File: src/rtl/sprite_motion_ctrl.sv
// Player-sprite position controller: rate-limited, clamped key motion,
// a timed rise/fall jump FSM and a warp handshake for stage changes.
module sprite_motion_ctrl #(
  parameter int XW       = 10,
  parameter int YW       = 10,
  parameter int X_MIN    = 0,
  parameter int X_MAX    = 620,
  parameter int Y_MIN    = 0,
  parameter int Y_MAX    = 460,
  parameter int STEP     = 1,
  parameter int TICK_DIV = 1,
  parameter int JUMP_H   = 40,
  parameter int RST_X    = 320,
  parameter int RST_Y    = 240
) (
  input  logic          clk,
  input  logic          rst,
  input  logic          freeze,
  input  logic          key_left,
  input  logic          key_right,
  input  logic          key_up,
  input  logic          key_down,
  input  logic          key_jump,
  input  logic          warp_valid,
  input  logic [XW-1:0] warp_x,
  input  logic [YW-1:0] warp_y,
  output logic          warp_ack,
  output logic [XW-1:0] pos_x,
  output logic [YW-1:0] pos_y,
  output logic          dir,
  output logic          jumping
);

  typedef enum logic [1:0] {IDLE, RISE, FALL} state_e;

  localparam int            CW        = (TICK_DIV > 1) ? $clog2(TICK_DIV) : 1;
  localparam logic [CW-1:0] TICK_LAST = CW'(TICK_DIV - 1);

  state_e        state_q;
  logic [CW-1:0] tick_cnt_q;
  logic [XW-1:0] pos_x_q;
  logic [YW-1:0] pos_y_q;
  logic [YW-1:0] base_y_q;
  logic [YW:0]   height_q;
  logic          jump_prev_q;
  logic          dir_q;
  logic          warp_ack_q;

  logic          tick;
  logic          jump_edge;
  logic          move_left;
  logic          move_right;
  logic          move_up;
  logic          move_down;
  logic [XW-1:0] x_left_d;
  logic [XW-1:0] x_right_d;
  logic [YW-1:0] y_up_d;
  logic [YW-1:0] y_down_d;
  logic [YW-1:0] y_fall_d;
  logic [YW:0]   height_d;
  logic          rise_done;
  logic [XW-1:0] warp_x_d;
  logic [YW-1:0] warp_y_d;

  // Signed int arithmetic so a step below zero shows up as negative, not a wrap.
  function automatic logic [XW-1:0] clamp_x(input int v);
    if (v < X_MIN)      return X_MIN[XW-1:0];
    else if (v > X_MAX) return X_MAX[XW-1:0];
    else                return v[XW-1:0];
  endfunction

  function automatic logic [YW-1:0] clamp_y(input int v);
    if (v < Y_MIN)      return Y_MIN[YW-1:0];
    else if (v > Y_MAX) return Y_MAX[YW-1:0];
    else                return v[YW-1:0];
  endfunction

  // NOTE: every always_comb output gets a default first so no latch can be inferred.
  always_comb begin
    int x_dec, x_inc, y_dec, y_inc, h_inc;
    tick       = (tick_cnt_q == TICK_LAST);
    jump_edge  = key_jump & ~jump_prev_q;
    move_left  = key_left & ~key_right;
    move_right = key_right & ~key_left;
    move_up    = key_up & ~key_down;
    move_down  = key_down & ~key_up;

    x_dec     = int'(pos_x_q) - STEP;
    x_inc     = int'(pos_x_q) + STEP;
    y_dec     = int'(pos_y_q) - STEP;
    y_inc     = int'(pos_y_q) + STEP;
    h_inc     = int'(height_q) + STEP;

    x_left_d  = clamp_x(x_dec);
    x_right_d = clamp_x(x_inc);
    y_up_d    = clamp_y(y_dec);
    y_down_d  = clamp_y(y_inc);
    y_fall_d  = (y_down_d > base_y_q) ? base_y_q : y_down_d;
    height_d  = h_inc[YW:0];
    rise_done = (h_inc >= JUMP_H) || (y_dec <= Y_MIN);

    warp_x_d  = clamp_x(int'(warp_x));
    warp_y_d  = clamp_y(int'(warp_y));
  end

  // NOTE: sequential state uses non-blocking assignments only, so every
  // register samples the pre-edge values regardless of statement order.
  always_ff @(posedge clk) begin
    if (rst) begin
      state_q     <= IDLE;
      tick_cnt_q  <= '0;
      pos_x_q     <= RST_X[XW-1:0];
      pos_y_q     <= RST_Y[YW-1:0];
      base_y_q    <= RST_Y[YW-1:0];
      height_q    <= '0;
      jump_prev_q <= 1'b0;
      dir_q       <= 1'b0;
      warp_ack_q  <= 1'b0;
    end else begin
      jump_prev_q <= key_jump;
      warp_ack_q  <= warp_valid;
      if (warp_valid) begin
        pos_x_q    <= warp_x_d;
        pos_y_q    <= warp_y_d;
        state_q    <= IDLE;
        tick_cnt_q <= '0;
      end else begin
        tick_cnt_q <= tick ? '0 : tick_cnt_q + 1'b1;
        if (!freeze) begin
          if (state_q == IDLE && jump_edge) begin
            state_q  <= RISE;
            base_y_q <= pos_y_q;
            height_q <= '0;
          end
          if (tick) begin
            if (move_left) begin
              pos_x_q <= x_left_d;
              dir_q   <= 1'b0;
            end else if (move_right) begin
              pos_x_q <= x_right_d;
              dir_q   <= 1'b1;
            end
            unique case (state_q)
              IDLE: begin
                // The jump-start cycle keeps y so base_y matches the take-off row.
                if (!jump_edge) begin
                  if (move_up)        pos_y_q <= y_up_d;
                  else if (move_down) pos_y_q <= y_down_d;
                end
              end
              RISE: begin
                pos_y_q  <= y_up_d;
                height_q <= height_d;
                if (rise_done) state_q <= FALL;
              end
              FALL: begin
                pos_y_q <= y_fall_d;
                if (y_fall_d == base_y_q) state_q <= IDLE;
              end
              default: state_q <= IDLE;
            endcase
          end
        end
      end
    end
  end

  assign warp_ack = warp_ack_q;
  assign pos_x    = pos_x_q;
  assign pos_y    = pos_y_q;
  assign dir      = dir_q;
  assign jumping  = (state_q != IDLE);

endmodule

File: config.mk
export PLATFORM = sky130hd
export DESIGN_NAME = sprite_motion_ctrl
export DESIGN_NICKNAME = d
export VERILOG_FILES = /design/src/rtl/sprite_motion_ctrl.sv
export SDC_FILE = /design/constraint.sdc
export NUM_CORES = 1
export LEC_CHECK = 0
export ABC_AREA = 0
export CORE_MARGIN = 2
export CORE_UTILIZATION = 34
export CTS_CLUSTER_DIAMETER = 40
export DETAILED_ROUTE_END_ITERATION = 8
export PLACE_DENSITY = 0.59
export REMOVE_ABC_BUFFERS = 1
export SKIP_LAST_GASP = 1
export SLEW_MARGIN = 0
export SYNTH_ARGS = -nofsm -noshare
export SYNTH_HDL_FRONTEND = slang
export SYNTH_SLANG_ARGS = --single-unit
export TNS_END_PERCENT = 20
File: constraint.sdc
create_clock -name clk -period 9.2 [get_ports clk]
set_input_delay 1.38 -clock clk [delete_from_list [all_inputs] [get_ports clk]]
set_output_delay 1.38 -clock clk [all_outputs]
set_load 0.02 [all_outputs]
==> results.sh <==
export IMPL_outcome="finished, final reports clean"
export IMPL_yosysTopAreaCellShare_pct=20.8
export IMPL_finClkSkew_ns=0.00737
export IMPL_grt_max_degree=45
export IMPL_critical_path_endpoint="pos_y[1]"
export IMPL_setup_slack_ns=4.27
export IMPL_via_per_inst=6.03
export IMPL_syn2layout_area_growth_pct=16.5
export IMPL_antenna_found_initial=0
export IMPL_worst_slew_pin_slew_ns=1.08
export IMPL_fillCellCount=1363
export IMPL_grt_use_met2_pct=34.0
export IMPL_layout_area_seq_sq_um=941
export IMPL_max_cap_viol_count=0
export IMPL_io_pins=52
export IMPL_r2r_cells=16
export IMPL_path_class="reg -> reg"
export IMPL_grt_use_met3_pct=3.59
export IMPL_vias=5002
export IMPL_yosys_top_cells_area="dfxtp_1 21%, ha_1 6.4%, nor2_1 5.7%, nand2_1 5.6%, a21oi_1 5.0%"
export IMPL_post_place_ws_ns=4.42
export IMPL_tritoncts="done"
export IMPL_drt_first_pass_iters=8
export IMPL_die_area_sq_um=14200
export IMPL_peakVddDrop_uv=78.9
export IMPL_period_share_pct=53.6
export IMPL_synth_seq_area_share_pct=20.8
export IMPL_p_leak_uw=0.00190
export IMPL_clock_latency_ns=0.29
export IMPL_critPathLaunch="pos_y[0]"
export IMPL_cp_slowest_cell="a31oi_1"
export IMPL_place_hpwl_um=11200
export IMPL_avgSynthCellArea_sq_um=7.13
export IMPL_num_rows=42
export IMPL_hold_buffers=0
export IMPL_drt_iter0_markers=415
export IMPL_hold_path_depth=2
export IMPL_syn_inst=634
export IMPL_hold_viol=0
export IMPL_yosys_area_top_type="dfxtp_1"
export IMPL_core_sq_um=13100
export IMPL_synthSimpleGateAreaFrac_pct=28.7
export IMPL_busiest_layer="met2"
export IMPL_ys_types=78
export IMPL_r2r_start="pos_y[0]"
export IMPL_fmax_mhz=203
export IMPL_place_congestion=1.00
export IMPL_h_tree_depth=2
export IMPL_power_density_nw_per_um2=131
export IMPL_grt_setup_unrepaired="no"
export IMPL_grtUsageTotal_pct=20.9
export IMPL_layout_drive_gt1_share_pct=5.35
export IMPL_ys_warnings_count=0
export IMPL_crit_arrival_ns=5.12
export IMPL_grt_ovfl_total=0
export IMPL_drt_total_wl_um=15000
export IMPL_clockRootBuffer="clkbuf_16"
export IMPL_critical_path_max_stage_delay_ns=0.80
export IMPL_worst_setup_path_start_kind="flip-flop"
export IMPL_diodes=0
export IMPL_r2r_end="pos_y[1]"
export IMPL_clockBufferDepth=2
export IMPL_synthesis_area_sq_um=4520
export IMPL_portBuffers=51
export IMPL_dieWidth_um=119
export IMPL_cts_clk_slew_worst_paths_ns=0.07
export IMPL_cp_cell_sequence="ha_1 -> nand2_1 -> a21oi_1 -> o211ai_2 -> a31oi_1 -> and2_1 -> ha_1 -> nor2b_1 -> o21ai_0 -> nand2b_1 -> a2111oi_0 -> o21ai_0 -> o21a_1 -> a21oi_1 -> o21ai_1 -> a2111oi_2"
export IMPL_grt_pass1_vias=4636
export IMPL_cts_resized_gates=0
export IMPL_wl_per_cell_um=18.1
export IMPL_synth_top_family_by_area="compound AO/OA/AOI/OAI gates"
export IMPL_grt_pass1_wl_um=24200
export IMPL_end_kind="flip-flop"
export IMPL_synth_xor_area_share_pct=5.43
export IMPL_global_route_usage_met1_pct=28.0
export IMPL_regToRegSetupSlack_ns=4.27
export IMPL_cp_required_ns=9.38
export IMPL_timing_final_max_slew_violations=0
export IMPL_fin_crit_ns=4.93
export IMPL_cts_buffers=5
export IMPL_post_cts_buffers=0
export IMPL_post_route_drc_count=0
export IMPL_synthFlopType="dfxtp_1"
export IMPL_async_flop_share_pct=0
export IMPL_synth_edff_count=0
export IMPL_die_y_um=119
export IMPL_finalSetupViolations=0
export IMPL_synth_adder_area_share_pct=6.37
export IMPL_multiInputGateArea_sq_um=3290
export IMPL_synthMuxAreaShare_pct=2.10
export IMPL_final_antenna_net_count=0
export IMPL_max_slew_margin_pct=27.7
export IMPL_fin_nets=705
export IMPL_initial_core_util_pct=34.5
export IMPL_cp_max_fo=13
export IMPL_synth_compound_area_share_pct=30.1
export IMPL_ys_seq_elements=47
export IMPL_setup_tns_final_ns=0
export IMPL_hp_class="reg -> reg"
export IMPL_cts_sinks=47
-- cell usage after synthesis, types with 12 or more instances --
cell type and count:
dfxtp_1 47, a21oi_1 45, clkbuf_1 29, nand2_1 68, o21ai_0 33, ha_1 23
nor2_1 69, nor3_1 22, a211oi_1 12, nand3_1 20, inv_1 27, xnor2_1 21
-- worst max-delay path, delay by kind of cell (launching register included) --
kind	cells	cell delay [ns]
flops	1	0.71
fa+ha+maj	2	0.67
compound gates	10	2.79
simple gates	4	0.65
-- power breakdown --
group	switching [uW]	leakage (uW)	internal, uW
sequential	29.7	0.000385	213
clock	81.8	0.0000911	156
combinational	118	0.00143	89.4
-- per-layer routing --
metal | vias up | routed length [um]
li1 | 2380 | -
met1 | 2367 | 6700
met2 | 218 | 6880
met3 | 37 | 982
met4 | 0 | 447
met5 | - | 0
-- how the worst min path moves through the flow --
stage                             end  slack, ns   startpoint
after floorplan           base_y_q[8]       0.44  base_y_q[8]
after global placement    base_y_q[9]       0.47  base_y_q[9]
after detailed placement  base_y_q[9]       0.48  base_y_q[9]
after CTS                 base_y_q[9]       0.49  base_y_q[9]
after global routing      base_y_q[8]       0.51  base_y_q[8]
final                     base_y_q[9]       0.49  base_y_q[9]
-- per-stage QoR --
stage          total power (uW)  cells  area [sq um]  hold slack, ns  util (%)
2_1_floorplan               371    594          4330           0.443         -
3_3_place_gp                448    822          5070           0.471      38.8
3_5_place_dp                450    822          5070           0.480      38.8
4_1_cts                     690    830          5260           0.490      40.2
5_1_grt                     723    830          5260           0.514      40.2
6_report                    688    830          5260           0.490      40.2
-- cell type report --
type	count	area share (%)
clock buffers	6	2.45
repair buffers	52	9.84
flip-flops and latches	47	17.9
well taps	176	4.18
multi-input cells	520	62.6
inverters	27	1.93
clock inverters	2	1.14
-- flip-flops by register name (all words and copies together) (netlist names) --
name,flops
height_q,11
base_y_q,10
pos_x,10
pos_y,10
state_q,2
dir,1
jump_prev_q,1
tick_cnt_q,1
warp_ack,1
-- placed cells by master, fill, tap and decap left out, types with 4 or more instances in the layout --
master           count
nor2b_1              7
a21oi_1             45
nand3_1             20
or3_1                4
mux2_2               4
o311a_1              4
or2_2                5
nand4_1             10
a41oi_1              4
inv_1               27
a31oi_1             11
o21ai_0             33
nor4_1               5
a21o_1               7
nor3_1              21
and3_1              11
o211ai_1             7
nor2_1              69
mux2i_1              5
a221oi_1             4
and2_1               5
clkdlybuf4s50_1     51
xnor2_1             21
nand2b_1             9
o21bai_1             5
clkbuf_16            5
xor2_1               7
ha_1                23
a211o_1              6
o22ai_1              7
o31ai_1              5
a211oi_1            12
dfxtp_1             47
nand2_1             68
o32ai_1              4
-- cell families after synthesis --
group                      after synthesis
adders and majority gates               23
and+or+nand+nor                        260
AOI/OAI and AO/OA                      198
other                                    1
xor gates and xnor gates                28
buffers and inverters                   68
DFF                                     47
muxes                                    9
Note: power is estimated with default switching activity, not from simulation.
